===== src/rtl/multicycle_main_fsm.sv =====
// Main control FSM for the multicycle ARM datapath: sequences each instruction through its
// states, stalls on the memory ready handshake, counts retirements and traps memory timeouts.
module multicycle_main_fsm #(
   parameter int unsigned WAIT_LIMIT = 15,
   parameter int unsigned CNT_W      = 32
) (
   input  logic             clk,
   input  logic             reset_n,
   input  logic [1:0]       op,
   input  logic             funct_5,
   input  logic             funct_0,
   input  logic             cond_ex,
   input  logic             mem_ready,
   output logic             mem_req,
   output logic             ir_w,
   output logic             next_pc,
   output logic             reg_w,
   output logic             mem_w,
   output logic             branch,
   output logic             alu_op,
   output logic             adr_src,
   output logic             alu_src_a,
   output logic [1:0]       alu_src_b,
   output logic [1:0]       result_src,
   output logic [1:0]       imm_src,
   output logic [2:0]       reg_src,
   output logic [CNT_W-1:0] instr_count,
   output logic             fault
);

   typedef enum logic [3:0] {
      StFetch, StDecode, StMemAdr, StMemRead, StMemWb, StMemWrite,
      StExecR, StExecI, StAluWb, StBranch, StFault
   } state_e;

   localparam logic [7:0] WaitLimit = 8'(WAIT_LIMIT);

   state_e           state_q, state_d;
   logic [7:0]       wait_q, wait_d;
   logic [CNT_W-1:0] count_q;
   logic             retire;
   logic             mem_state;
   logic             timed_out;

   always_ff @(posedge clk or negedge reset_n) begin
      if (!reset_n) begin
         state_q <= StFetch;
         wait_q  <= '0;
         count_q <= '0;
      end else begin
         state_q <= state_d;
         wait_q  <= wait_d;
         if (retire) count_q <= count_q + CNT_W'(1);
      end
   end

   assign mem_state = (state_q == StFetch) || (state_q == StMemRead) || (state_q == StMemWrite);
   // A ready in the limit cycle still completes the access.
   assign timed_out = !mem_ready && (wait_q == WaitLimit);

   always_comb begin
      state_d = state_q;
      retire  = 1'b0;
      unique case (state_q)
         StFetch: begin
            if (mem_ready)      state_d = StDecode;
            else if (timed_out) state_d = StFault;
         end
         StDecode: begin
            if (!cond_ex) begin
               state_d = StFetch;
               retire  = 1'b1;
            end else begin
               unique case (op)
                  2'b00: state_d = funct_5 ? StExecI : StExecR;
                  2'b01: state_d = StMemAdr;
                  2'b10: state_d = StBranch;
                  2'b11: begin
                     state_d = StFetch;
                     retire  = 1'b1;
                  end
                  default: state_d = StFetch;
               endcase
            end
         end
         StMemAdr: state_d = funct_0 ? StMemRead : StMemWrite;
         StMemRead: begin
            if (mem_ready)      state_d = StMemWb;
            else if (timed_out) state_d = StFault;
         end
         StMemWrite: begin
            if (mem_ready) begin
               state_d = StFetch;
               retire  = 1'b1;
            end else if (timed_out) begin
               state_d = StFault;
            end
         end
         StMemWb, StAluWb, StBranch: begin
            state_d = StFetch;
            retire  = 1'b1;
         end
         StExecR, StExecI: state_d = StAluWb;
         StFault:          state_d = StFault;
         default:          state_d = StFetch;
      endcase
   end

   always_comb begin
      wait_d = wait_q;
      if (state_d != state_q)           wait_d = '0;
      else if (mem_state && !mem_ready) wait_d = wait_q + 8'd1;
   end

   always_comb begin
      mem_req    = 1'b0;
      ir_w       = 1'b0;
      next_pc    = 1'b0;
      reg_w      = 1'b0;
      mem_w      = 1'b0;
      branch     = 1'b0;
      alu_op     = 1'b0;
      adr_src    = 1'b0;
      alu_src_a  = 1'b0;
      alu_src_b  = 2'b00;
      result_src = 2'b00;
      fault      = 1'b0;
      unique case (state_q)
         StFetch: begin
            mem_req    = 1'b1;
            alu_src_a  = 1'b1;
            alu_src_b  = 2'b10;
            result_src = 2'b10;
            ir_w       = mem_ready;
            next_pc    = mem_ready;
         end
         StDecode: begin
            alu_src_a  = 1'b1;
            alu_src_b  = 2'b10;
            result_src = 2'b10;
         end
         StMemAdr: alu_src_b = 2'b01;
         StMemRead: begin
            mem_req = 1'b1;
            adr_src = 1'b1;
         end
         StMemWb: begin
            result_src = 2'b01;
            reg_w      = 1'b1;
         end
         StMemWrite: begin
            mem_req = 1'b1;
            adr_src = 1'b1;
            mem_w   = mem_ready;
         end
         StExecR: alu_op = 1'b1;
         StExecI: begin
            alu_src_b = 2'b01;
            alu_op    = 1'b1;
         end
         StAluWb: reg_w = 1'b1;
         StBranch: begin
            alu_src_b  = 2'b01;
            result_src = 2'b10;
            branch     = 1'b1;
         end
         StFault: fault = 1'b1;
         default: ;
      endcase
   end

   // Immediate and register-source selects follow the IR fields in every state.
   always_comb begin
      imm_src = 2'b00;
      reg_src = 3'b000;
      unique case (op)
         2'b00: reg_src = funct_5 ? 3'b000 : 3'b100;
         2'b01: begin
            imm_src = 2'b01;
            reg_src = funct_0 ? 3'b000 : 3'b010;
         end
         2'b10: begin
            imm_src = 2'b10;
            reg_src = 3'b001;
         end
         default: ;
      endcase
   end

   assign instr_count = count_q;

endmodule


===== config.mk =====
export PLATFORM = sky130hd
export DESIGN_NAME = multicycle_main_fsm
export DESIGN_NICKNAME = d
export VERILOG_FILES = /design/src/rtl/multicycle_main_fsm.sv
export SDC_FILE = /design/constraint.sdc
export NUM_CORES = 1
export LEC_CHECK = 0
export ABC_CLOCK_PERIOD_IN_PS = 2000
export CORE_MARGIN = 1.5
export CORE_UTILIZATION = 45
export DETAILED_ROUTE_END_ITERATION = 12
export PLACE_DENSITY = 0.76
export SLEW_MARGIN = 30
export SYNTH_ARGS = -nofsm -noshare
export SYNTH_HDL_FRONTEND = slang
export SYNTH_SLANG_ARGS = --single-unit

===== constraint.sdc =====
create_clock -name clk -period 2 [get_ports clk]
set_input_delay 0.4 -clock clk [delete_from_list [all_inputs] [get_ports clk]]
set_output_delay 0.4 -clock clk [all_outputs]
set_load 0.005 [all_outputs]

== Word-level counts from Yosys, hierarchy flattened ==
Index checks and enable logic that the tools add are counted.

* Add/subtract/negate cells: 2
* Equality and inequality tests: 15
* Mux-type cells: 30
* Reductions and logical operators: 16

{| class="wikitable"
|+ Operators with widths
! operator !! count
|-
| $add 32x1->32 const B || 1
|-
| $pmux 4 s7 || 1
|-
| $mux 4 || 5
|-
| $eq 4x3->1 const B || 4
|-
| $mux 8 || 2
|-
| $pmux 4 s4 || 1
|-
| $mux 1 || 13
|-
| $eq 4x4->1 const B || 3
|-
| $pmux 2 s2 || 3
|-
| $reduce_or 3->1 || 4
|-
| $pmux 3 s3 || 1
|-
| $add 8x1->8 const B || 1
|-
| $eq 4x2->1 const B || 2
|-
| $eq 8x4->1 const B || 1
|-
| $reduce_or 2->1 || 4
|-
| $mux 3 || 2
|-
| $eq 2x2->1 const B || 2
|-
| $eq 4x1->1 const B || 1
|-
| $logic_not 4->1 || 1
|-
| $ne 4x4->1 || 1
|-
| $pmux 1 s3 || 1
|-
| $eq 2x1->1 const B || 1
|-
| $logic_and 1x1->1 || 2
|-
| $logic_not 2->1 || 1
|-
| other kinds (4) || 5
|}

* Register bits: 44
* Bits of input ports: 8
* Output and inout bits: 51

== Logic depth before layout (Yosys ltp) ==
Gate-level depths: netlist (run 1).

* Depth in word-level cells: 7
* Gate-level depth with buffers: 7
* Depth with buffers taken out: 6

== Worst setup path after synthesis (run 1) ==
No wires, ideal clock.

* Kind: input to register
* From: in mem_ready
* To: reg count_q[20], in the netlist instr_count[20]
* Arrival: 1.981 ns
* Data required time: 1.876 ns
* Setup slack: -0.105 ns
* Stages: 7
* Cells stage by stage: buf_4 > nor2b_1 > o21ai_0 > or4b_4 > buf_6 > or4_4 > xnor2_2

* Cells in the longest elaborated chain, start to end: 2

{| class="wikitable"
|+ Ends and longest elaborated chain
! element !! RTL line !! text
|-
| start: declaration || 13 || <nowiki>input logic mem_ready,</nowiki>
|-
| $mux 1 || 92 || <nowiki>if (mem_ready) begin</nowiki>
|-
| $pmux 1 s3 || 64 || <nowiki>unique case (state_q)</nowiki>
|-
| end signal: assignment || 53 || <nowiki>if (retire) count_q <= count_q + CNT_W'(1);</nowiki>
|-
| end: declaration || 40 || <nowiki>logic [CNT_W-1:0] count_q;</nowiki>
|}

No other way between the ends.
A chain may end at the register's enable or synchronous reset.

== Final worst setup path (run 1) ==
* From: reg state_q[2]
* To: out ir_w

* Cells in the longest elaborated chain, start to end: 2

{| class="wikitable"
|+ Ends and longest elaborated chain
! element !! RTL line !! text
|-
| start: declaration || 38 || <nowiki>state_e state_q, state_d;</nowiki>
|-
| start signal: assignment || 47 || <nowiki>state_q <= StFetch;</nowiki>
|-
| start signal: assignment || 51 || <nowiki>state_q <= state_d;</nowiki>
|-
| $logic_not 4->1 || 128 || <nowiki>unique case (state_q)</nowiki>
|-
| $mux 1 || 128 ||
|-
| end: declaration || 15 || <nowiki>output logic ir_w,</nowiki>
|}

No other way between the ends.

==> results of run 1 <==
worst reg2reg max path: stages, from the launching register on:
cell	delay, ns
dfrtp_1	0.42
buf_4	0.16
buf_4	0.14
buf_6	0.12
and2b_2	0.24
o311ai_2	0.13
a221oi_2	0.29
o221ai_2	0.14
buf_6	0.17
nor3_2	0.12
synthesized netlist by cell type (2+ instances only):
library cell | instances | area (um2)
dfrtp_1 | 44 | 1100
nor2_1 | 13 | 48.8
inv_1 | 10 | 37.5
or4b_1 | 2 | 20.0
xor2_1 | 7 | 61.3
nor4_1 | 3 | 18.8
o22ai_1 | 4 | 25.0
or3_1 | 3 | 18.8
nand3_1 | 15 | 75.1
a21oi_1 | 3 | 15.0
clkbuf_1 | 4 | 15.0
o21ai_0 | 7 | 35.0
ha_1 | 2 | 25.0
nand4_1 | 11 | 68.8
nand2_1 | 20 | 75.1
nand2b_1 | 6 | 37.5
buf_2 | 2 | 10.0
or4b_4 | 2 | 27.5
xnor2_1 | 31 | 272
nor2b_1 | 7 | 43.8
and3_1 | 5 | 31.3
nor3_1 | 21 | 105
and2_1 | 2 | 12.5
buf_4 | 4 | 30.0
power breakdown:
group / leakage (nW) / total, mW / switching [mW] / internal [mW]
logic: 1.16 / 3.28 / 1.56 / 1.72
clock network: 0.0424 / 0.553 / 0.304 / 0.250
registers: 0.587 / 1.09 / 0.0930 / 0.996
total: 1.79 / 4.92 / 1.96 / 2.96
path summary, 6_finish.rpt:
check                                  end  slack, ns  cells after the start
max                                   ir_w      -0.15                      7
min                        instr_count[31]       0.07                      1
max reg2reg                      wait_q[5]      -0.03                      9
min reg2reg                instr_count[31]       0.49                      1
max in group asynchronous  instr_count[16]       1.42                      2
min in group clk           instr_count[31]       0.49                      1
registers in the layout, summed over array words and instances, names as in the netlist:
name	flops
instr_count	32
wait_q	8
state_q	4
through the flow:
step / total power, mW / instance area [um2]
after floorplan: 2.18 / 2530
after global placement: 3.43 / 3550
after detailed placement: 3.48 / 3550
after CTS: 4.20 / 3730
final: 4.92 / 4020
after global routing: 5.19 / 4020
cell families (layout without fill, tap and decap cells):
kind of cell | after synthesis | after routing | synth area share (%)
AO/OA/AOI/OAI | 28 | 28 | 8.05
XOR/XNOR | 39 | 39 | 13.9
adder cells (fa/ha/maj) | 3 | 3 | 1.40
buffers and inverters | 23 | 151 | 4.50
flip-flops | 44 | 44 | 44.0
multiplexers | 2 | 2 | 0.850
AND/OR/NAND/NOR | 120 | 120 | 27.3
area by class of cell:
type / count / area (um2)
tap: 70 / 87.6
sequential: 44 / 1100
fill: 341 / 1220
clock buffer: 7 / 76.3
timing repair buffer: 133 / 1160
clock inverter: 1 / 8.76
multi-input combinational: 192 / 1550
inverter: 10 / 37.5
metal layers:
layer	routed length (um)	track usage [%]	part of all wire, %
met5	0	0	0
met4	46	5.27	0.60
met3	330	3.53	4.3
met2	3970	37.3	52
met1	3290	32.9	43
timing repair:
action | in CTS | in global routing
pin swaps | 6 | 21
gates resized for setup | 51 | 55
buffers inserted | 6 | 13
setup endpoints to repair | 35 | 26
cloned | 0 | 0
==> reports/qor.yml, run 1 <==
hp-class: "in2async"
htree_levels: 2
fin_ws_ns: -0.148
synth_flop_cell: "dfrtp_1"
initial_core_util_pct: 47.8
clock_sinks: 44
finalCritPeriodShare_pct: 107
yosys_warnings: 0
run_status: "finished, violations left"
cts-hold-fix-buffers: 0
syn_nets: 269
ant_nets: 0
slowest_delay_ns: 0.42
clk_pin_slew_worst_paths_ns: 0.08
die_h_um: 77.6
pin_count: 59
max_freq_mhz: 466
synth_area_um2: 2500
seq_area_frac_synth_pct: 44.0
cts_buffer_depth: 2
rows: 26
finalWirelength_mm: 7.64
critical_path.startpoint: "state_q[2]"
synth_area_per_cell_um2: 9.67
power_density_nw_per_um2: 1230
required_ns: 1.60
drive_above_1_share_pct: 36.2
critPathBufInv: 5
grt_max_degree: 24
startpoint_type: "register"
grt_pass1_wl_mm: 11.1
synth-edff-count: 0
place_inst: 431
firstDrtPassIters: 5
grt_overflow_total: 0
layout_commonest_cell: "buf_4"
worstPathMaxFanout: 3
crit_type: "reg2out"
vdd_drop_max_mv: 0.990
cts_made_buffers: 5
place_ws_ns: -0.426
setup_violations: 10
layout_common_cells: "65 x buf_4, 44 x dfrtp_1, 38 x clkdlybuf4s50_1"
finish.utilization_pct: 76.7
die_w_um: 77.6
critPathCaptureType: "primary output"
coreArea_um2: 5240
synth_seq_cells: 44
layout.cells.non_filler: 457
vias_per_cell: 5.43
hpwl_mm: 4.94
crit_slowest_cell: "dfrtp_1"
leakage_nw: 1.79
cts_tree: "yes"
postSynthCellCount: 259
layout.nets: 396
root_buffer: "clkbuf_8"
path_cells: "buf_6 -> or3_4 -> buf_6 -> nor3_4 -> buf_4 -> buf_6 -> buf_6"
wl_per_cell_um: 16.7
first_iter_violations: 248
diodes: 0
clock_latency_ns: 0.30
die_area_um2: 6020
syn_to_final_growth_pct: 60.4
maxCapViolations: 0
drc_errors: 0
cp.arrival_ns: 1.75
drv_slew: 0
slew_headroom_pct: 64.5
vias: 2481
synth_cell_type_count: 55
synthArstFlopShare_pct: 100
whs_ns: 0.0702
groute.usage.overall_pct: 23.2
place_congestion: 0.925
antenna_found_initial: 0
path_common_cell: "buf_6"
critical-path-top-delay-family: "buffers and inverters"
hold_violations: 0
skew_ns: 0.00536
period_needed_ns: 2.15
tns_ns: -0.400
rsz0062_at_grt: "true"
violations: "negative setup slack"
tightest_slew_ns: 0.532
numPortBuffers: 58
r2r-start: "state_q[2]"
grt_pass1_vias: 2302
Power figures use the tool's default switching activity.
==> run 2, diff against run 1 <==
--- a/config.mk
+++ b/config.mk
@@ -5,11 +5,12 @@
 export SDC_FILE = /design/constraint.sdc
 export NUM_CORES = 1
 export LEC_CHECK = 0
-export ABC_CLOCK_PERIOD_IN_PS = 2000
+export ABC_CLOCK_PERIOD_IN_PS = 2200
 export CORE_MARGIN = 1.5
-export CORE_UTILIZATION = 45
+export CORE_UTILIZATION = 52
+export CTS_BUF_LIST = sky130_fd_sc_hd__clkbuf_8
 export DETAILED_ROUTE_END_ITERATION = 12
-export PLACE_DENSITY = 0.76
+export PLACE_DENSITY = 0.83
 export SLEW_MARGIN = 30
 export SYNTH_ARGS = -nofsm -noshare
 export SYNTH_HDL_FRONTEND = slang
==> constraint.sdc (replaced) <==
create_clock -name clk -period 2.2 [get_ports clk]
set_input_delay 0.44 -clock clk [delete_from_list [all_inputs] [get_ports clk]]
set_output_delay 0.44 -clock clk [all_outputs]
set_load 0.005 [all_outputs]
==> run 2 against run 1 <==
The flow now finishes without violations. First-iteration DRC count decreased by 11%. Flip-flop and latch count unchanged. Sequential power down 6%. Sequential share of layout area increased by 3.5 points. Register-to-register slack gained 0.10 ns. Utilization is 0.63 points lower. Critical path type is now in2out. Largest power group unchanged.
==> reports/qor.yml, run 2 (synthesis gave the netlist of run 1 again) <==
run_status: "finished clean"
met1_length_mm: 2.88
regArea_um2: 1100
vias_per_cell: 5.76
finalWirelength_mm: 6.74
initial_core_util_pct: 53.4
layout_common_cells: "42 x dfrtp_1, 39 x clkdlybuf4s50_1, 34 x buf_4"
critPathBufInv: 3
finalCritPeriodShare_pct: 97.8
place_ws_ns: -0.285
period_needed_ns: 2.15
grt_max_degree: 45
tightest_slew_ns: 0.526
pin_count: 59
first_iter_violations: 220
r2r-start: "state_q[0]"
multi_input_area_um2: 1380
cts_tree: "yes"
clock_latency_ns: 0.29
maxCapViolations: 0
drv_slew: 0
hp-class: "in2async"
skew_ns: 0.00294
largest_reg_flops: 32
drc_errors: 0
die_w_um: 72.4
layout.nets: 360
cts-hold-fix-buffers: 0
cp.arrival_ns: 1.71
layout_commonest_cell: "dfrtp_1"
hold_violations: 0
grt_overflow_total: 0
switching_power_mw: 1.41
clock_sinks: 44
ant_nets: 0
nFillCells: 315
root_buffer: "clkbuf_8"
grt_pass1_wl_mm: 10.6
cts_made_buffers: 5
place_congestion: 0.913
slew_headroom_pct: 64.9
power_frac_seq_pct: 28.4
critPathCaptureType: "primary output"
coreArea_um2: 4690
vias: 2334
die_h_um: 72.4
crit_slowest_cell: "clkdlybuf4s50_1"
clk_pin_slew_worst_paths_ns: 0.08
slowest_delay_ns: 0.50
worstPathMaxFanout: 8
critical-path-top-delay-family: "buffers and inverters"
htree_levels: 2
path_common_cell: "clkdlybuf4s50_1"
leakage_nw: 1.62
required_ns: 1.76
critical_path.startpoint: "op[1]"
firstDrtPassIters: 5
crit_type: "in2out"
top_layer: "met4"
grt_pass1_vias: 2253
diodes: 0
whs_ns: 0.204
startpoint_type: "input pin"
fin_ws_ns: 0.0478
syn_to_final_growth_pct: 42.5
path_cells: "clkdlybuf4s50_1 -> buf_6 -> nor2b_4 -> clkdlybuf4s50_1"
rows: 25
cts_buffer_depth: 2
hpwl_mm: 4.64
drive_above_1_share_pct: 23.1
power_density_nw_per_um2: 1020
swShare_pct: 38.7
rsz0062_at_grt: "true"
met3_length_um: 301
clockPowerShare_pct: 14.2
intPower_mw: 2.23
numPortBuffers: 58
reg2reg_slack_ns: 0.07
vdd_drop_max_mv: 0.594
setup_violations: 0
wl_per_cell_um: 16.6
die_area_um2: 5240
groute.usage.overall_pct: 26.4
route.met2.wl_mm: 3.46
antenna_found_initial: 0
pwr-share-comb_pct: 57.4
max_freq_mhz: 465
==> run 2: cell types whose count changed in the layout (fill, tap and decap cells not counted), sizes merged <==
cell,previous run,this run
clkbuf,10,7
clkdlybuf4s50,38,39
clkdlybuf4s15,5,0
clkinv,1,2
buf,81,40
dlygate4sd2,4,11
dlymetal6s2s,2,6
==> run 2: timing repair <==
action | CTS | global route
pin swaps | 0 | 3
endpoints found under the setup margin | 15 | 24
resized for setup | 26 | 20
buffers inserted | 7 | 0
==> run 2: layout make-up <==
| class | instances | area share (%) |
|---|---|---|
| Sequential cell | 44 | 30.9 |
| Multi-Input combinational cell | 192 | 38.8 |
| Clock buffer | 6 | 2.31 |
| Timing Repair Buffer | 97 | 24.8 |
| Clock inverter | 2 | 0.281 |
| Tap cell | 54 | 1.89 |
| Inverter | 10 | 1.05 |
==> run 2: power by group through the flow <==
stage | sequential, mW | clock (mW) | combinational (mW)
2_1_floorplan | 1.02 | 0 | 0.938
3_3_place_gp | 1.04 | 0 | 1.82
3_5_place_dp | 1.05 | 0 | 1.88
4_1_cts | 1.02 | 0.519 | 2.01
5_1_grt | 1.05 | 0.563 | 2.26
6_report | 1.03 | 0.516 | 2.09
==> run 2: final timing paths <==
kind                              endpoint  cells past startpoint
max                             reg_src[0]                      4
min                         instr_count[8]                      2
min reg2reg                instr_count[31]                      1
max in group asynchronous       state_q[2]                      2
max reg2reg                instr_count[20]                      7
min in group clk           instr_count[31]                      1
==> run 2: metrics by stage <==
step                      instances  setup TNS [ns]  area [um2]  power, mW  util [%]
after floorplan                 259               0        2500       1.96         -
after global placement          390           -2.68        3320       2.86      70.7
after detailed placement        390           -4.03        3320       2.93      70.7
after CTS                       405               0        3510       3.55      74.7
after global routing            405          -0.146        3570       3.87      76.1
final                           405               0        3570       3.64      76.1
==> run 2: layer usage <==
| layer | GRT usage, % | up-vias |
|---|---|---|
| met3 | 6.94 | 11 |
| met2 | 43.4 | 81 |
| met4 | 9.43 | 0 |
| met5 | 0 | - |
| li1 | - | 1092 |
| met1 | 33.7 | 1150 |
==> run 3, diff against run 2 <==
--- a/config.mk
+++ b/config.mk
@@ -6,7 +6,6 @@
 export NUM_CORES = 1
 export LEC_CHECK = 0
 export ABC_CLOCK_PERIOD_IN_PS = 2200
-export CORE_MARGIN = 1.5
 export CORE_UTILIZATION = 52
 export CTS_BUF_LIST = sky130_fd_sc_hd__clkbuf_8
 export DETAILED_ROUTE_END_ITERATION = 12
==> run 3 against run 2 <==
The run now ends with design-rule violations, negative setup slack left. Largest cell class unchanged. Wire length is 0.76% lower. First-iteration DRC count up 17%. Critical endpoint is now ir_w. Clock-buffer cell count is 1 lower.
==> reports/qor.yml, run 3 (synthesis gave the netlist of run 1 again) <==
grt_pass1_vias: 2248
first_iter_violations: 257
htree_levels: 2
hpwl_mm: 4.52
drc_errors: 2
r2r-start: "state_q[1]"
slew_headroom_pct: 63.6
startpoint_type: "register"
place_congestion: 0.969
die_w_um: 71.4
finalCritPeriodShare_pct: 102
grt_pass1_wl_mm: 10.8
drv_slew: 0
die_area_um2: 5100
grt_max_degree: 45
antenna_found_initial: 0
rsz0062_at_grt: "true"
firstDrtPassIters: 9
violations: "design-rule violations, negative setup slack"
largest_reg_flops: 32
pin_count: 59
period_needed_ns: 2.23
fin_ws_ns: -0.0348
layout_common_cells: "41 x clkdlybuf4s50_1, 41 x dfrtp_1, 39 x buf_4"
cts_tree: "yes"
clk_pin_slew_worst_paths_ns: 0.08
cts_buffer_depth: 2
hold_violations: 0
ant_nets: 0
syn_to_final_growth_pct: 43.7
die_h_um: 71.4
finalPower_mw: 3.82
maxCapViolations: 0
finalWirelength_mm: 6.69
clock_latency_ns: 0.29
tns_ns: -0.0348
cp.arrival_ns: 1.79
run_status: "finished, violations left"
coreArea_um2: 4500
hp-class: "in2async"
crit_type: "reg2out"
vias_per_cell: 5.75
drive_above_1_share_pct: 23.2
numPortBuffers: 58
power_density_nw_per_um2: 1060
whs_ns: 0.202
critical_path.startpoint: "state_q[1]"
clock_sinks: 44
regArea_um2: 1100
tightest_slew_ns: 0.546
wl_per_cell_um: 16.5
groute.usage.overall_pct: 27.1
required_ns: 1.76
max_freq_mhz: 447
grt_overflow_total: 0
leakage_nw: 1.59
cts_made_buffers: 5
root_buffer: "clkbuf_8"
rows: 24
vias: 2334
layout.nets: 363
place_ws_ns: -0.284
vdd_drop_max_mv: 0.529
critPathCaptureType: "primary output"
skew_ns: 0.00551
nFillCells: 293
initial_core_util_pct: 55.6
diodes: 0
multi_input_area_um2: 1400
setup_violations: 1
worstPathMaxFanout: 4
## run 3: cell types whose count changed in the layout (fill, tap and decap cells not counted), moves of 2 or more
| cell | delta |
|---|---|
| nor4_2 | -2 |
| buf_4 | +5 |
| clkdlybuf4s50_1 | +2 |
| buf_6 | -2 |
| dlymetal6s2s_1 | -3 |
## run 3: path summary, 6_finish.rpt
path / to / slack, ns / cells after the start
max in group asynchronous: state_q[3] / 1.58 / 2
hold reg to reg: instr_count[31] / 0.47 / 1
hold / removal: instr_count[26] / 0.20 / 2
min in group clk: instr_count[31] / 0.47 / 1
setup / recovery: ir_w / -0.03 / 6
setup reg to reg: wait_q[6] / 0.03 / 8
## run 3: repair_timing
action	in CTS	in global routing
endpoints found under the setup margin	18	19
hold buffers	0	0
buffers inserted	8	3
resized for setup	30	15
pin swaps	1	4
## run 3: area by class of cell
class | count | share of cell area (%)
clock buffer | 5 | 1.91
clock inverter | 3 | 1.08
inverter | 10 | 1.04
multi-input combinational | 192 | 38.8
sequential | 44 | 30.7
tap | 52 | 1.81
timing repair buffer | 100 | 24.6
## run 3: critical path, cell delays in order (launching register included)
cell and delay, ns:
dfrtp_2 0.44, buf_4 0.15, or3_4 0.39, buf_6 0.13, nor3_4 0.16, buf_4 0.13, buf_2 0.10
## run 3: report_power, final
| group | switching, mW | leakage [nW] | internal, mW |
|---|---|---|---|
| clock | 0.261 | 0.0593 | 0.332 |
| combinational | 1.03 | 0.950 | 1.13 |
| sequential | 0.149 | 0.582 | 0.910 |
## run 3: per-layer routing
metal | track usage (%) | up-vias | wire, um
li1 | - | 1100 | -
met1 | 36.7 | 1156 | 2980
met2 | 45.1 | 70 | 3360
met3 | 4.64 | 8 | 283
met4 | 8.00 | 0 | 71
met5 | 0 | - | 0
## run 3: through the flow
| step | util [%] | std cells | instance area (um2) |
|---|---|---|---|
| finish | 79.9 | 406 | 3600 |
| global route | 79.9 | 406 | 3600 |
| global placement | 73.4 | 387 | 3310 |
| CTS | 78.2 | 403 | 3520 |
| detailed placement | 73.4 | 387 | 3310 |
| floorplan | - | 259 | 2500 |
